**src/rtl/bus_xfer_ctrl.sv**
```systemverilog
// Register-bus transfer sequencer: one instruction at a time, SETUP/STROBE/HOLD per step.
// Define BUS_TURNAROUND_EN to insert an all-idle GAP cycle between steps of one instruction.
module bus_xfer_ctrl #(
  parameter int unsigned NREG   = 8,
  parameter int unsigned RSEL_W = 3,
  localparam int unsigned IW    = 3 + 2 * RSEL_W
) (
  input  logic            clk,
  input  logic            rst_n,
  input  logic            i_instr_valid,
  output logic            o_instr_ready,
  input  logic [IW-1:0]   i_instr,
  output logic [NREG-1:0] o_reg_en,
  output logic [NREG-1:0] o_reg_tri_en,
  output logic            o_imm_tri_en,
  output logic            o_a_en,
  output logic            o_g_en,
  output logic            o_g_tri_en,
  output logic            o_alu_sub,
  output logic            o_done,
  output logic            o_err
);

  typedef enum logic [1:0] {StIdle, StXfer, StGap, StDone} state_e;
  typedef enum logic [1:0] {PhSetup, PhStrobe, PhHold} phase_e;

  state_e              r_state, w_state_d;
  phase_e              r_phase, w_phase_d;
  logic [1:0]          r_step, w_step_d;
  logic [1:0]          r_op, w_op_d;
  logic [RSEL_W-1:0]   r_x, w_x_d, r_y, w_y_d;

  logic                r_ready, w_ready_d;
  logic [NREG-1:0]     r_reg_en, w_reg_en_d;
  logic [NREG-1:0]     r_reg_tri, w_reg_tri_d;
  logic                r_imm_tri, w_imm_tri_d;
  logic                r_a_en, w_a_en_d;
  logic                r_g_en, w_g_en_d;
  logic                r_g_tri, w_g_tri_d;
  logic                r_alu_sub, w_alu_sub_d;
  logic                r_done, w_done_d;
  logic                r_err, w_err_d;

  logic [2:0]          w_op;
  logic [RSEL_W-1:0]   w_x, w_y;
  logic                w_accept, w_illegal, w_strobe;
  logic [1:0]          w_last_step;

  assign w_op        = i_instr[IW-1 -: 3];
  assign w_x         = i_instr[2*RSEL_W-1 -: RSEL_W];
  assign w_y         = i_instr[RSEL_W-1:0];
  assign w_accept    = i_instr_valid & r_ready;
  assign w_illegal   = w_op[2] | (32'(w_x) >= NREG) | (32'(w_y) >= NREG);
  // ADD/SUB run three steps (Rx->A, Ry->G, G->Rx); MV/MVI run one.
  assign w_last_step = r_op[1] ? 2'd2 : 2'd0;

  always_comb begin
    w_state_d = r_state;
    w_phase_d = r_phase;
    w_step_d  = r_step;
    w_op_d    = r_op;
    w_x_d     = r_x;
    w_y_d     = r_y;
    w_err_d   = 1'b0;
    unique case (r_state)
      StIdle, StDone: begin
        w_state_d = StIdle;
        if (w_accept) begin
          if (w_illegal) begin
            w_err_d = 1'b1;
          end else begin
            w_state_d = StXfer;
            w_phase_d = PhSetup;
            w_step_d  = 2'd0;
            w_op_d    = w_op[1:0];
            w_x_d     = w_x;
            w_y_d     = w_y;
          end
        end
      end
      StXfer: begin
        unique case (r_phase)
          PhSetup:  w_phase_d = PhStrobe;
          PhStrobe: w_phase_d = PhHold;
          default: begin
            if (r_step == w_last_step) begin
              w_state_d = StDone;
            end else begin
              w_step_d = r_step + 2'd1;
`ifdef BUS_TURNAROUND_EN
              w_state_d = StGap;
`else
              w_phase_d = PhSetup;
`endif
            end
          end
        endcase
      end
      StGap: begin
        w_state_d = StXfer;
        w_phase_d = PhSetup;
      end
      default: w_state_d = StIdle;
    endcase
  end

  // Outputs are decoded from the next state and registered, so every strobe is a clean flop output.
  always_comb begin
    w_ready_d   = (w_state_d == StIdle) || (w_state_d == StDone);
    w_done_d    = (w_state_d == StDone);
    w_reg_en_d  = '0;
    w_reg_tri_d = '0;
    w_imm_tri_d = 1'b0;
    w_a_en_d    = 1'b0;
    w_g_en_d    = 1'b0;
    w_g_tri_d   = 1'b0;
    w_alu_sub_d = 1'b0;
    w_strobe    = (w_phase_d == PhStrobe);
    if (w_state_d == StXfer) begin
      if (!w_op_d[1]) begin
        if (w_op_d[0]) w_imm_tri_d = 1'b1;
        else           w_reg_tri_d[w_y_d] = 1'b1;
        if (w_strobe)  w_reg_en_d[w_x_d] = 1'b1;
      end else begin
        unique case (w_step_d)
          2'd0: begin
            w_reg_tri_d[w_x_d] = 1'b1;
            w_a_en_d           = w_strobe;
          end
          2'd1: begin
            w_reg_tri_d[w_y_d] = 1'b1;
            w_g_en_d           = w_strobe;
            w_alu_sub_d        = w_op_d[0];
          end
          default: begin
            w_g_tri_d = 1'b1;
            if (w_strobe) w_reg_en_d[w_x_d] = 1'b1;
          end
        endcase
      end
    end
  end

  always_ff @(posedge clk or negedge rst_n) begin
    if (!rst_n) begin
      r_state   <= StIdle;
      r_phase   <= PhSetup;
      r_step    <= '0;
      r_op      <= '0;
      r_x       <= '0;
      r_y       <= '0;
      r_ready   <= 1'b1;
      r_reg_en  <= '0;
      r_reg_tri <= '0;
      r_imm_tri <= 1'b0;
      r_a_en    <= 1'b0;
      r_g_en    <= 1'b0;
      r_g_tri   <= 1'b0;
      r_alu_sub <= 1'b0;
      r_done    <= 1'b0;
      r_err     <= 1'b0;
    end else begin
      r_state   <= w_state_d;
      r_phase   <= w_phase_d;
      r_step    <= w_step_d;
      r_op      <= w_op_d;
      r_x       <= w_x_d;
      r_y       <= w_y_d;
      r_ready   <= w_ready_d;
      r_reg_en  <= w_reg_en_d;
      r_reg_tri <= w_reg_tri_d;
      r_imm_tri <= w_imm_tri_d;
      r_a_en    <= w_a_en_d;
      r_g_en    <= w_g_en_d;
      r_g_tri   <= w_g_tri_d;
      r_alu_sub <= w_alu_sub_d;
      r_done    <= w_done_d;
      r_err     <= w_err_d;
    end
  end

  assign o_instr_ready = r_ready;
  assign o_reg_en      = r_reg_en;
  assign o_reg_tri_en  = r_reg_tri;
  assign o_imm_tri_en  = r_imm_tri;
  assign o_a_en        = r_a_en;
  assign o_g_en        = r_g_en;
  assign o_g_tri_en    = r_g_tri;
  assign o_alu_sub     = r_alu_sub;
  assign o_done        = r_done;
  assign o_err         = r_err;

endmodule
```
**config.mk**
```make
export PLATFORM = sky130hd
export DESIGN_NAME = bus_xfer_ctrl
export DESIGN_NICKNAME = d
export VERILOG_FILES = /design/src/rtl/bus_xfer_ctrl.sv
export SDC_FILE = /design/constraint.sdc
export NUM_CORES = 1
export LEC_CHECK = 0
export ABC_AREA = 1
export BUFFER_PORTS_ARGS = -buffer_cell sky130_fd_sc_hd__buf_4
export CORE_AREA = 3 3 60 84
export CTS_CLUSTER_SIZE = 40
export DETAILED_ROUTE_END_ITERATION = 10
export DIE_AREA = 0 0 63 87
export PLACE_DENSITY = 0.69
export SYNTH_ARGS = -nofsm -noshare
export SYNTH_HDL_FRONTEND = slang
export SYNTH_SLANG_ARGS = --single-unit
```
**constraint.sdc**
```tcl
create_clock -name clk -period 1.93 [get_ports clk]
set_input_delay 0.0965 -clock clk [delete_from_list [all_inputs] [get_ports clk]]
set_output_delay 0.0965 -clock clk [all_outputs]
set_load 0.05 [all_outputs]
```
# Yosys cells after proc, flatten, opt, wreduce, memory -nomap -nowiden
# Index checks and enable logic that the tools add are counted.
classes:
  eq_ne: 9
  bitwise_logic: 1
  mux: 55
  n_lt_le_gt_ge: 4
  n_addsub: 1
  reduce_logical: 10
ops:
  columns: ["cell", "n"]
  rows:
  - ["8-bit two-way mux", 7]
  - ["2-bit two-way mux", 13]
  - ["1-bit two-way mux", 22]
  - ["3-bit two-way mux", 6]
  - ["8-bit one-hot mux with 2 select lines", 1]
  - ["2-bit one-hot mux with 3 select lines", 2]
  - ["2-bit by 1-bit == test with 1-bit output, second input constant", 5]
  - ["2-bit logical NOT", 4]
  - ["3-bit by 4-bit less-than comparator with 1-bit output, second input constant", 2]
  - ["2-bit one-hot mux with 2 select lines", 2]
  - ["1-bit demux with 3-bit select", 2]
  - ["2-bit == test, second input constant", 3]
  - ["3-bit by 1-bit greater-or-equal comparator with 1-bit output, second input constant", 2]
  - ["2-bit OR reduction", 3]
  - ["2-bit by 1-bit adder with 2-bit output, second input constant", 1]
  - ["2-bit == test", 1]
  - ["1-bit logical AND", 2]
  - ["1-bit AND", 1]
  - ["1-bit logical OR", 1]
totals:
  reg_bits: 38
  input_bits: 12
  word_cells: 96

# Logic depth before layout (Yosys ltp)
# Gate-level depths: netlist of run 1.
depth:
  depth_word: 11
  ltp_mapped: 14
  mapped_depth_nobuf: 14

# Worst setup path before layout of run 1
# Ideal clock, no wire load.
synth_timing:
  path_type: "flip-flop to flip-flop"
  start: "register r_state[0]"
  end: "register r_reg_tri[0], in the netlist o_reg_tri_en[0]"
  stages_incl_launch_ff: 13
  n_path_buf: 1
  setup_slack_ns: 0.038
  setup_ns: 0.113
  arrival_time_ns: 1.779
  period_less_slack_ns: 1.892
  cell_sequence: "dfrtp_1 inv_1 ha_1 inv_1 nand2_1 inv_1 o21ai_0 ha_1 buf_2 nand2_1 o21ai_0 nand2_1 inv_1"
synth_via:
  elab_chain_cells: 10
  word_cells_on_any_way: 29
synth_lines:
  columns: ["item", "line_no", "source"]
  rows:
  - ["start: declaration", "27", "state_e r_state, w_state_d;"]
  - ["start signal: assignment", "146", "r_state <= StIdle;"]
  - ["start signal: assignment", "163", "r_state <= w_state_d;"]
  - ["2-bit == test or 2-bit logical NOT (tied branches)", "65", "unique case (r_state)"]
  - ["2-bit OR reduction", "65", null]
  - ["3-bit two-way mux", "65", null]
  - ["3-bit by 4-bit less-than comparator with 1-bit output (not written as such), or another cell as far along", "122, 131", null]
  - ["1-bit logical AND (on tied branches)", "122, 131, 127", null]
  - ["1-bit two-way mux (on tied branches)", "122, 131, 127", null]
  - ["1-bit demux with 3-bit select (on tied branches)", "122, 131, 127", null]
  - ["8-bit one-hot mux with 2 select lines or 8-bit two-way mux (tied branches)", "125, 121", null]
  - ["8-bit two-way mux", "120", "if (!w_op_d[1]) begin"]
  - ["8-bit two-way mux *", "119", "if (w_state_d == StXfer) begin"]
  - ["net w_reg_tri_d[0]", "35", "logic [NREG-1:0] r_reg_tri, w_reg_tri_d;"]
  - ["end signal: assignment", "171", "r_reg_tri <= w_reg_tri_d;"]
  - ["end: declaration", "35", null]
# The timed path passes the listed nets; every way through them passes the cells marked *.

# Final worst setup path of run 1
layout_timing:
  start: "register r_state[1]"
  end: "register r_reg_en[0], in the netlist o_reg_en[0]"
layout_via:
  elab_chain_cells: 11
  word_cells_on_any_way: 26
layout_lines:
  columns: ["item", "line_no", "source"]
  rows:
  - ["2-bit == test or 2-bit logical NOT (tied branches)", "65", null]
  - ["2-bit OR reduction", "65", null]
  - ["3-bit two-way mux", "65", null]
  - ["3-bit by 4-bit less-than comparator with 1-bit output (not written as such) or 3-bit by 1-bit greater-or-equal comparator with 1-bit output (tied branches)", "123, 137", null]
  - ["1-bit logical AND (not written as such)", "123, 137", null]
  - ["1-bit two-way mux (not written as such)", "123, 137", null]
  - ["1-bit demux with 3-bit select", "123, 137", null]
  - ["8-bit two-way mux", "123, 137", null]
  - ["8-bit two-way mux", "125", "unique case (w_step_d)"]
  - ["8-bit two-way mux", "120", null]
  - ["8-bit two-way mux *", "119", null]
  - ["net w_reg_en_d[0]", "34", "logic [NREG-1:0] r_reg_en, w_reg_en_d;"]
  - ["end signal: assignment", "170", "r_reg_en <= w_reg_en_d;"]
  - ["end: declaration", "34", null]
# Marked as above.

==> results of run 1 <==
## how the worst min path moves through the flow
| stage | startpoint | end | slack [ns] | cells after the start |
|---|---|---|---|---|
| after detailed placement | rst_n | r_y[1] | 0.09 | 1 |
| after CTS | i_instr[5] | r_x[2] | 0.09 | 3 |
| after global placement | rst_n | r_y[1] | 0.09 | 1 |
| after global routing | i_instr[0] | r_y[0] | 0.12 | 3 |
| final | i_instr[8] | o_err | 0.12 | 3 |
| after floorplan | rst_n | o_a_en | -0.20 | 0 |
## stage by stage
stage	setup WS (ns)	instance area [µm²]	hold slack (ns)	setup TNS, ns	util
floorplan	0.0383	1990	-0.199	0	-
global placement	-0.0721	2460	0.0865	-0.309	0.571
detailed placement	-0.100	2460	0.0908	-0.818	0.571
CTS	0.00743	2640	0.0941	0	0.613
global route	-0.00920	2830	0.121	-0.0138	0.658
finish	0.113	2830	0.116	0	0.658
## state kept, by name, summed over array words and instances, names as in the netlist, 2 cells and up
name	flops
r_phase	2
r_y	3
r_op	2
o_reg_tri_en	8
r_step	2
r_state	2
r_x	3
o_reg_en	8
## worst register-to-register path, delay by kind of cell (launching register included)
family | cells | cell delay [ns]
AOI/OAI and AO/OA | 2 | 0.21
adders and majority gates | 2 | 0.56
buffers and inverters | 3 | 0.20
DFF | 1 | 0.43
and+or+nand+nor | 3 | 0.35
## routing by layer
metal / wire [µm] / track usage / vias to the layer above / part of all wire
li1: - / - / 910 / -
met4: 95 / 0.102 / 0 / 0.021
met1: 1750 / 0.187 / 838 / 0.38
met3: 173 / 0.0245 / 9 / 0.038
met2: 2560 / 0.336 / 41 / 0.56
met5: 0 / 0 / - / 0
## final cells by class
class	count	area, µm²
fill	368	1480
multi-input combinational	169	992
sequential	38	952
timing repair buffer	66	526
inverter	39	151
tap	60	75.1
clock buffer	5	68.8
clock inverter	3	68.8
## cells in the mapped netlist
cell type and count:
dfrtp_1 37, a21oi_2 1, o21ai_0 4, nand3_1 24, nand2_2 11, nor2_2 2
o21ai_4 2, dfstp_2 1, buf_6 2, inv_2 4, nand3_2 2, nand3b_1 1
nand4_1 1, o21bai_1 1, and2_1 1, o21ai_2 1, nand2_1 72, buf_2 3
nand4_4 1, inv_1 35, nor2_4 3, nor2_1 23, ha_1 4, o21ai_1 4
nor3_1 11
## power by group
part | leakage (nW) | internal [mW] | switching [mW] | total (mW)
clock | 0.0683 | 0.518 | 0.282 | 0.799
sequential | 0.500 | 1.04 | 0.118 | 1.16
combinational | 0.948 | 1.14 | 1.88 | 3.02
## timing repair
item / 4_1_cts / 5_1_grt
pin swaps: 2 / 12
setup buffers: 0 / 9
hold buffers: 1 / 0
gates resized for setup: 7 / 32
endpoints found under the hold margin: 37 / 0
endpoints found under the setup margin: 19 / 20
## cell families after synthesis
family,after synthesis
DFF,38
adders and majority gates,4
buffers and inverters,44
and+or+nand+nor,152
AOI/OAI and AO/OA,13
==> results.txt, run 1 <==
CTS tree - yes
sequential-to-total area share from yosys stat - 0.478
Clk Tree Root Cell - clkbuf_8
normalized max-slew margin - 0.686
top cell type's share of synthesized area - 0.465
crit path launch - r_state[1]
Sink Count - 38
Setup CP Type - reg -> reg
syn nets - 267
clk slew on worst S/H paths - 0.07 ns
TritonCTS buffer count - 5
Tot GR Track Use - 0.178
outcome - finished, final reports clean
dpl cells - 362
Core Area - 4310 µm²
WL final - 4570 µm
largest family of logic cells by synthesized area - simple AND/OR/NAND/NOR gates
R2R Path Start - r_state[1]
post-route ant nets - 0
die area - 5480 µm²
iteration count of the initial detailed-routing pass - 4
WP depth - 10
dominant cells by area after synthesis - dfrtp_1, nand2_1, inv_1
first-pass GRT wire length - 7540 µm
post-detail-place hpwl - 3340 µm
Slew Limit Fails - 0
Total Power - 4.98 mW
largest net degree at the start of global routing - 39
Worst Path Arrival - 2.03 ns
via count - 1798
FMAX - 550 MHz
most frequent cells in the layout - nand2_1, buf_4, dfrtp_1
Area Growth Syn to Fin - 42.3%
DR WL/cell - 12.0 µm
max cap viols - 0
final critical-path required period - 1.82 ns
kind of cell adding the most delay to the critical path - adder cells
# DRC - 0
GRT overflow - 0
part of the cycle the worst path needs - 0.942
CP cell instances - ha_4 > inv_4 > nand2_4 > inv_1 > o21ai_2 > ha_2 > inv_1 > a21oi_4 > nand2_4 > nor3_2
endpoints failing setup - 0
adder-cell share of the synthesized area - 0.0251
r2r setup slk - 0.11 ns
Worst Setup Start Kind - flop
final non-filler cell total - 380
PwrDens - 1760 nW/µm²
initial antenna violation count - 0
Least-Margin Pin Slew - 0.471 ns
largest area contributor in the netlist - dfrtp_1
Critical-path top delay cell - dfrtp_1
vias in the first global route - 1760
post-synthesis simple-gate area fraction - 0.356
final hold vios - 0
number of diodes - 0
Leakage - 1.52 nW
Initial Utilization - 0.462
crit end category - flop
number of H-tree levels - 2
commonest non-fill, non-tap cell in the layout - nand2_1
worst-path maximum fanout - 8
mux contribution to synthesized area - 0
Worst Reg2Reg Path Length in Cells - 10
Skew-Pair Late Insertion Delay - 0.29 ns
RSZ-0062 raised after global routing - true
Buf+Inv Stages, Crit Path - 3
post-synthesis xor/xnor area fraction - 0
I/O Buffers - 35
clk buf depth - 2
RR Endpoint - o_reg_en[0]
Chip Height - 87 µm
CP required - 2.14 ns
Synth Register Bits - 38
DRT iter0 DRCs - 45
yosys warns - 0
NumNets Final - 335
# rows - 28
Compound-Gate Fraction of Synth Area - 0.0490
Max VDD drop - 0.00100 V
Die Span X - 63 µm
HP Class - in -> reg
Post-Synthesis Cells - 251
Final GP Congestion - 0.838
worst stage delay on the critical path - 0.43 ns
DR vias/cell - 4.73
share of cells above drive strength 1 - 0.384
syn avg cell area - 7.94 µm²
clk_skew - 0.00416 ns
Distinct cells, synth - 25
Mapped Area - 1990 µm²
number of I/O pins - 36
CP endpoint - o_reg_en[0]
(Power assumes the default switching activity.)
==> inputs of run 2 (changes only) <==
--- a/config.mk
+++ b/config.mk
@@ -8,10 +8,11 @@
 export ABC_AREA = 1
 export BUFFER_PORTS_ARGS = -buffer_cell sky130_fd_sc_hd__buf_4
 export CORE_AREA = 3 3 60 84
+export CTS_BUF_LIST = sky130_fd_sc_hd__clkbuf_8
 export CTS_CLUSTER_SIZE = 40
 export DETAILED_ROUTE_END_ITERATION = 10
 export DIE_AREA = 0 0 63 87
-export PLACE_DENSITY = 0.69
+export PLACE_DENSITY = 0.8
 export SYNTH_ARGS = -nofsm -noshare
 export SYNTH_HDL_FRONTEND = slang
 export SYNTH_SLANG_ARGS = --single-unit
==> results.txt, run 2 (synthesis results as in run 1) <==
normalized max-slew margin - 0.689 (+0.00294)
Clk pwr share - 0.122 (-0.039)
vias in the first global route - 1766 (+0.34%)
clk buf depth - 2 (unchanged)
iteration count of the initial detailed-routing pass - 4 (unchanged)
FMAX - 536 MHz (-2.6%)
clk slew on worst S/H paths - 0.07 ns (about the same)
initial antenna violation count - 0 (unchanged)
die area - 5480 µm² (unchanged)
endpoints failing setup - 0 (unchanged)
met2 track demand over resource - 0.317 (-0.0192)
worst-path maximum fanout - 8 (unchanged)
GRT overflow - 0 (unchanged)
met1 Track Usage GR - 0.201 (+0.0142)
NetSw - 2.18 mW (-4.4%)
Core Area - 4310 µm² (unchanged)
# rows - 28 (unchanged)
part of the cycle the worst path needs - 0.967 (+0.0255)
switching share of power - 0.486 (+0.0276)
Initial Utilization - 0.462 (unchanged)
post-route ant nets - 0 (unchanged)
Buf+Inv Stages, Crit Path - 3 (unchanged)
WL final - 4560 µm (-0.31%)
kind of cell adding the most delay to the critical path - adder cells
post-detail-place hpwl - 3250 µm (-2.7%)
Least-Margin Pin Slew - 0.467 ns (-0.00441 ns)
met3 Usage GRT - 0.0478 (+0.0233)
via count - 1789 (-0.50%)
worst stage delay on the critical path - 0.43 ns (about the same)
final critical-path required period - 1.87 ns (+0.0493 ns)
PwrDens - 1680 nW/µm² (-4.3%)
GRT Max-Usage Layer - met2
number of I/O pins - 36 (unchanged)
Leakage - 1.45 nW (-4.2%)
TritonCTS buffer count - 5 (unchanged)
DR WL/cell - 12.3 µm (+1.8%)
number of H-tree levels - 2 (unchanged)
HP Class - in -> reg
Setup CP Type - reg -> reg
post-layout util - 0.619 (-0.0383)
CTS tree - yes
Reg power frac - 0.260 (+0.027)
# DRC - 0 (unchanged)
Critical-path top delay cell - dfrtp_1
Tot GR Track Use - 0.179 (+0.000858)
NumNets Final - 327 (-2.4%)
Slew Limit Fails - 0 (unchanged)
internal power - 2.31 mW (-14%)
area occupied by multi-input gates - 966 µm² (-2.6%)
clk_skew - 0.00761 ns (+0.00345 ns)
final cell area excluding filler cells - 2670 µm² (-5.8%)
first-pass GRT wire length - 7700 µm (+2.1%)
Sink Count - 38 (unchanged)
Area Growth Syn to Fin - 34.0%
hold slack - 0.124 ns (+0.00757 ns)
FF/Latch Area - 952 µm² (unchanged)
Worst Setup Start Kind - flop
Chip Height - 87 µm (unchanged)
DR vias/cell - 4.81 (+1.6%)
most frequent cells in the layout - nand2_1, buf_4, dfrtp_1
number of diodes - 0 (unchanged)
DRT iter0 DRCs - 83 (+84%)
largest net degree at the start of global routing - 39 (unchanged)
dpl cell area - 2410 µm² (-2.0%)
Fillers - 364 (-1.1%)
CP cell instances - ha_4 > inv_1 > nand2_2 > inv_1 > o21ai_1 > ha_2 > inv_1 > a21oi_2 > nand2_4 > nor3_1
crit end category - flop
RSZ-0062 raised after global routing - true
I/O Buffers - 35 (unchanged)
final hold vios - 0 (unchanged)
outcome - finished, final reports clean
commonest non-fill, non-tap cell in the layout - nand2_1
combinational share of power - 0.617 (+0.011)
Clk Tree Root Cell - clkbuf_8
Final GP Congestion - 0.868 (+3.5%)
Max VDD drop - 0.000869 V (-13%)
CP required - 2.12 ns (-0.02 ns)
most used cell, CP - inv_1
Die Span X - 63 µm (unchanged)
Worst Path Arrival - 2.05 ns (+0.02 ns)
Total Power - 4.49 mW (-9.9%)
share of cells above drive strength 1 - 0.356 (-0.0286)
Skew-Pair Late Insertion Delay - 0.29 ns (about the same)
max cap viols - 0 (unchanged)
-- run 2: final timing paths --
kind                            startpoint             to  slack [ns]  cells after the start
worst max-delay path            r_state[1]    o_reg_en[6]        0.06                     10
worst min-delay path            i_instr[4]         r_x[1]        0.12                      3
worst max register to register  r_state[1]    o_reg_en[6]        0.06                     10
worst min register to register      r_x[1]         r_x[1]        0.53                      2
max in group asynchronous            rst_n  o_instr_ready        1.29                      2
min in group asynchronous            rst_n         o_done        0.30                      2
-- run 2: tightest hold or removal path, delay by kind of cell --
| kind | cells | cell delay [ns] |
|---|---|---|
| AND/OR/NAND/NOR | 2 | 0.18 |
| buffers and inverters | 1 | 0.08 |
-- run 2: power by group through the flow --
stage | sequential (mW) | combinational, mW | clock (mW)
2_1_floorplan | 1.56 | 1.33 | 0
3_3_place_gp | 1.16 | 2.43 | 0
3_5_place_dp | 1.17 | 2.46 | 0
4_1_cts | 1.17 | 2.52 | 0.565
5_1_grt | 1.20 | 3.06 | 0.596
6_report | 1.17 | 2.77 | 0.549
-- run 2: stage by stage --
stage,setup TNS [ns],cells,setup slack [ns]
after floorplan,0,251,0.0383
after global placement,0,357,0.00407
after detailed placement,-0.354,357,-0.0626
after CTS,0,368,0.0424
after global routing,-0.139,372,-0.0536
final,0,372,0.0634
-- run 2: metal layers --
layer	wire (µm)	part of all wire	vias to the layer above
li1	-	-	898
met3	193	0.042	9
met1	1900	0.42	841
met2	2390	0.52	41
met5	0	0	-
met4	76	0.017	0
-- run 2: cell type report --
class,count,share of cell area
clock buffer,6,0.0309
clock inverter,2,0.00328
inverter,39,0.0549
multi-input combinational,170,0.362
sequential,38,0.357
tap,60,0.0281
timing repair buffer,57,0.164
-- run 2: timing repair --
action | in CTS | in global routing
cloned | 1 | 0
buffers inserted | 1 | 4
endpoints found under the hold margin | 37 | 0
gates resized for setup | 3 | 27
setup endpoints to repair | 8 | 19
pin swaps | 2 | 5
hold buffers | 1 | 0
